<file path="config.mk">
export PLATFORM = sky130hd
export DESIGN_NAME = led_sweep_ctrl
export DESIGN_NICKNAME = d
export VERILOG_FILES = /design/src/rtl/led_sweep_ctrl.sv
export SDC_FILE = /design/constraint.sdc
export NUM_CORES = 1
export LEC_CHECK = 0
export BUFFER_PORTS_ARGS = -buffer_cell sky130_fd_sc_hd__buf_2
export CORE_MARGIN = 8
export CORE_UTILIZATION = 35
export DETAILED_ROUTE_END_ITERATION = 10
export PLACE_DENSITY = 0.54
export SKIP_CTS_REPAIR_TIMING = 1
export SLEW_MARGIN = 20
export SYNTH_ARGS = -nofsm -noshare
export SYNTH_HDL_FRONTEND = slang
export SYNTH_SLANG_ARGS = --single-unit
</file>
<file path="constraint.sdc">
create_clock -name clk -period 2.45 [get_ports clk]
set_input_delay 0.49 -clock clk [delete_from_list [all_inputs] [get_ports clk]]
set_output_delay 0.49 -clock clk [all_outputs]
set_load 0.05 [all_outputs]
</file>
<file path="src/rtl/led_sweep_ctrl.sv">
// Forward/backward LED sweep sequencer with timed pauses, loop counting and a sticky timeout fault.
// Every output is registered (one edge from decision to pin); stop aborts any active state on the next edge.
module led_sweep_ctrl #(
    parameter int DIV         = 50000,
    parameter int PAUSE_TICKS = 10,
    parameter int LOOPS       = 0,
    parameter int TIMEOUT     = 64
) (
    input  logic       clk,
    input  logic       rst_n,
    input  logic       start,
    input  logic       stop,
    input  logic       fwd_done,
    input  logic       bwd_done,
    output logic       fwd_en,
    output logic       bwd_en,
    output logic       sel,
    output logic       busy,
    output logic [7:0] sweep_cnt,
    output logic       run_done,
    output logic       fault
);

    localparam int PW = (DIV > 1)         ? $clog2(DIV)         : 1;
    localparam int TW = (PAUSE_TICKS > 1) ? $clog2(PAUSE_TICKS) : 1;
    localparam int OW = (TIMEOUT > 1)     ? $clog2(TIMEOUT)     : 1;

    typedef enum logic [2:0] {
        S_IDLE    = 3'd0,
        S_FWD     = 3'd1,
        S_PAUSE_F = 3'd2,
        S_BWD     = 3'd3,
        S_PAUSE_B = 3'd4
    } state_t;

    state_t         r_state;
    state_t         w_state_nxt;
    logic [PW-1:0]  r_pre;
    logic [PW-1:0]  w_pre_nxt;
    logic [TW-1:0]  r_tick;
    logic [TW-1:0]  w_tick_nxt;
    logic [OW-1:0]  r_tmo;
    logic [OW-1:0]  w_tmo_nxt;
    logic           r_fwd_en;
    logic           r_bwd_en;
    logic           r_sel;
    logic           w_sel_nxt;
    logic           r_busy;
    logic [7:0]     r_cnt;
    logic [7:0]     w_cnt_nxt;
    logic           r_run_done;
    logic           w_run_done_nxt;
    logic           r_fault;
    logic           w_fault_nxt;
    logic           w_pause_end;
    logic           w_pre_wrap;
    logic           w_tmo_hit;
    logic           w_loops_met;

    assign w_pre_wrap  = (r_pre == PW'(DIV - 1));
    assign w_pause_end = w_pre_wrap && (r_tick == TW'(PAUSE_TICKS - 1));
    assign w_tmo_hit   = (r_tmo == OW'(TIMEOUT - 1));
    assign w_loops_met = (LOOPS != 0) && (int'(r_cnt) == LOOPS);

    always_comb begin
        w_state_nxt    = r_state;
        w_pre_nxt      = '0;
        w_tick_nxt     = '0;
        w_tmo_nxt      = '0;
        w_sel_nxt      = r_sel;
        w_cnt_nxt      = r_cnt;
        w_run_done_nxt = 1'b0;
        w_fault_nxt    = r_fault;

        case (r_state)
            S_IDLE: begin
                if (start) begin
                    w_state_nxt = S_FWD;
                    w_cnt_nxt   = '0;
                    w_fault_nxt = 1'b0;
                    w_sel_nxt   = 1'b0;
                end
            end

            // Stop outranks done and timeout; a done in the timeout cycle still counts as on time.
            S_FWD: begin
                if (stop) begin
                    w_state_nxt = S_IDLE;
                end else if (fwd_done) begin
                    w_state_nxt = S_PAUSE_F;
                end else if (w_tmo_hit) begin
                    w_state_nxt = S_IDLE;
                    w_fault_nxt = 1'b1;
                end else begin
                    w_tmo_nxt = r_tmo + OW'(1);
                end
            end

            S_BWD: begin
                if (stop) begin
                    w_state_nxt = S_IDLE;
                end else if (bwd_done) begin
                    w_state_nxt = S_PAUSE_B;
                    w_cnt_nxt   = (r_cnt != 8'hFF) ? r_cnt + 8'd1 : r_cnt;
                end else if (w_tmo_hit) begin
                    w_state_nxt = S_IDLE;
                    w_fault_nxt = 1'b1;
                end else begin
                    w_tmo_nxt = r_tmo + OW'(1);
                end
            end

            S_PAUSE_F, S_PAUSE_B: begin
                if (stop) begin
                    w_state_nxt = S_IDLE;
                end else if (w_pause_end) begin
                    if (r_state == S_PAUSE_F) begin
                        w_state_nxt = S_BWD;
                        w_sel_nxt   = 1'b1;
                    end else if (w_loops_met) begin
                        w_state_nxt    = S_IDLE;
                        w_run_done_nxt = 1'b1;
                    end else begin
                        w_state_nxt = S_FWD;
                        w_sel_nxt   = 1'b0;
                    end
                end else if (w_pre_wrap) begin
                    w_tick_nxt = r_tick + TW'(1);
                end else begin
                    w_pre_nxt  = r_pre + PW'(1);
                    w_tick_nxt = r_tick;
                end
            end

            default: begin
                w_state_nxt = S_IDLE;
            end
        endcase
    end

    // Enables and busy are decoded from the next state so they change on the same edge as the state.
    always_ff @(posedge clk or negedge rst_n) begin
        if (!rst_n) begin
            r_state    <= S_IDLE;
            r_pre      <= '0;
            r_tick     <= '0;
            r_tmo      <= '0;
            r_fwd_en   <= 1'b0;
            r_bwd_en   <= 1'b0;
            r_sel      <= 1'b0;
            r_busy     <= 1'b0;
            r_cnt      <= '0;
            r_run_done <= 1'b0;
            r_fault    <= 1'b0;
        end else begin
            r_state    <= w_state_nxt;
            r_pre      <= w_pre_nxt;
            r_tick     <= w_tick_nxt;
            r_tmo      <= w_tmo_nxt;
            r_fwd_en   <= (w_state_nxt == S_FWD);
            r_bwd_en   <= (w_state_nxt == S_BWD);
            r_sel      <= w_sel_nxt;
            r_busy     <= (w_state_nxt != S_IDLE);
            r_cnt      <= w_cnt_nxt;
            r_run_done <= w_run_done_nxt;
            r_fault    <= w_fault_nxt;
        end
    end

    assign fwd_en    = r_fwd_en;
    assign bwd_en    = r_bwd_en;
    assign sel       = r_sel;
    assign busy      = r_busy;
    assign sweep_cnt = r_cnt;
    assign run_done  = r_run_done;
    assign fault     = r_fault;

endmodule

</file>
==> summary.txt <==
Status = completed
Core Util, Final = 40.1%
Period minus WS final = 2.08 ns
R2r startpoint = r_pre[4]
CTS tree = built
Final Max Tran Viols = 0
Setup TNS = 0 ns
# rows = 28
Post-Route WL = 4120 µm
Cell taking the most area after synthesis = dfrtp_1
Peak supply drop = 0.242 mV
Initial antenna violation count = 0
Post-synth top cells = dfrtp_1 (42), nor2_1 (35), nand3_1 (20)
Clock Skew = 0.00985 ns
Reg2reg path depth = 5
GR Overflow Total = 0
Share of post-route cells with drive strength above 1 = 15.3%
Fillers = 599
Asr flop ratio synth = 100%
H-tree level count = 2
Boundary Pins = 20
Max Cap Viol = 0
Maximum fanout along the worst path = 4
Largest net degree at the start of global routing = 27
Routability Congestion = 0.800
Mapped cell area = 2090 µm²
Static Leak = 0.00104 µW
Mapped Avg Cell Area = 9.76 µm²
Clock latency on the worst-skew pair = 0.30 ns
Seq/Total Area, Yosys = 50.3%
Mapped Cells = 214
First-iteration detailed-routing DRC count = 49
Hpwl dp = 3000 µm
Number of port buffers = 18
Total number of vias = 1574
Total track usage = 10.0%
Mean routed wirelength per cell = 13.2 µm
Die area = 8690 µm²
Fin crit share = 84.9%
Worst EP arrival = 2.29 ns
Leading post-synthesis cells by cell area = dfrtp_1 (50%), nor2_1 (6.3%), xor2_1 (5.9%), nand3_1 (4.8%), xnor2_1 (3.8%)
Clock Pin Slew Worst Setup and Hold Paths = 0.09 ns
Top-area cell type share of the netlist area = 50.3%
Pre-antenna DRT Iters = 5
Routed Antenna Nets = 0
Crit path launch = r_pre[4]
Unrepaired setup endpoints after global routing = false
#FFs+latches synth = 42
Maximum clock rate = 481 MHz
Nets = 246
Setup Viol. Count Final = 0
Vias in the first global route = 1490
Endpoint type of the worst setup path = flip-flop
Syn. warnings = 0
Maximum clock path buffer count = 2
CTS Buf Count = 5
Vias per inst = 5.06
Global-route wire length before repair = 7000 µm
Critical Path RT = 2.66 ns
Clock root cell = clkbuf_8
DRC = 0
Worst slew pin tran = 0.600 ns
Die height = 93.2 µm
Worst hold path type = in2async
Num Clock Sinks = 42
Area of the core = 5850 µm²
# diodes = 0
Critical path type = reg2reg
Post-synth EDFFs = 0
Rel. slew slack = 59.9%
Main synth FF type = dfrtp_1
Worst setup SP type = flip-flop
Most common cell in the netlist = dfrtp_1
Synthesized Nets = 225
Chip width = 93.2 µm
Initial Util = 35.7%
Area Growth Syn to Fin = 12.3%
Pwr per Cell Area = 627 nW/µm²
Synth cell types = 42
Endpoints failing hold = 0
-- layout by cell type, fill, tap and decap left out, types with 3 or more instances in the layout --
master	count
and3_1	6
inv_1	9
ha_1	5
nand3_1	20
nand4_1	3
nor2_1	35
nor3_1	4
xor2_1	14
or3_1	5
o21ai_0	4
a21oi_1	7
buf_2	18
xnor2_1	9
nand2_1	13
buf_4	4
clkbuf_8	5
dfrtp_1	42
-- final cells by class --
cell class,count,area (µm²),share of cell area (%)
Clock buffer,5,68.8,2.93
Inverter,9,33.8,1.44
Multi-Input combinational cell,155,956,40.8
Clock inverter,3,21.3,0.907
Timing Repair Buffer,22,120,5.12
Sequential cell,42,1050,44.8
Tap cell,75,93.8,4.00
-- final timing paths --
check | slack [ns] | endpoint
min reg2reg | 0.50 | r_pre[0]
max in group asynchronous | 1.69 | sweep_cnt[7]
max | 0.37 | busy
min in group clk | 0.50 | r_pre[0]
min | 0.18 | r_tmo[2]
max reg2reg | 0.37 | busy
-- flip-flops by register name, indices dropped and copies added (netlist names) --
register,cells
r_tmo,6
r_state,3
fwd_en,1
r_pre,16
busy,1
fault,1
bwd_en,1
r_tick,4
sweep_cnt,8
sel,1
-- logic make-up (layout without fill, tap and decap cells) --
family,count (synthesis),after routing,share of synthesized area [%]
simple gates,103,103,25.3
buf+inv,17,39,3.89
flops,42,42,50.3
mux,1,1,0.479
xor+xnor,23,23,9.65
compound gates,22,22,7.19
other cells,1,1,0.180
fa+ha+maj,5,5,3.00
-- power by group --
group	total (µW)	switching, µW	internal [µW]
clock	453	253	200
sequential	750	25.2	725
combinational	268	193	74.8
-- worst max-delay path, cell delays in order (launching register included) --
cell and delay [ns]:
dfrtp_1 0.41, or4_4 0.55, nor4_4 0.36, nand3_1 0.24, a32o_1 0.32, o2111ai_1 0.12
-- routing by layer --
| metal | GRT usage [%] | share of wire (%) | wire length, µm | up-vias |
|---|---|---|---|---|
| li1 | - | - | - | 779 |
| met4 | 4.97 | 2.0 | 81 | 0 |
| met3 | 2.16 | 3.4 | 138 | 5 |
| met1 | 12.7 | 48 | 1960 | 764 |
| met5 | 0 | 0 | 0 | - |
| met2 | 15.7 | 47 | 1940 | 26 |
-- stage by stage --
| stage | cell area (µm²) | cells | power (µW) | hold slack, ns | worst slack [ns] |
|---|---|---|---|---|---|
| 2_1_floorplan | 2090 | 214 | 954 | 0.194 | 0.355 |
| 3_3_place_gp | 2250 | 303 | 1040 | 0.470 | 0.314 |
| 3_5_place_dp | 2250 | 303 | 1040 | 0.476 | 0.264 |
| 4_1_cts | 2340 | 311 | 1500 | 0.204 | 0.354 |
| 5_1_grt | 2340 | 311 | 1550 | 0.226 | 0.208 |
| 6_report | 2340 | 311 | 1470 | 0.184 | 0.371 |
(Power assumes the default switching activity.)
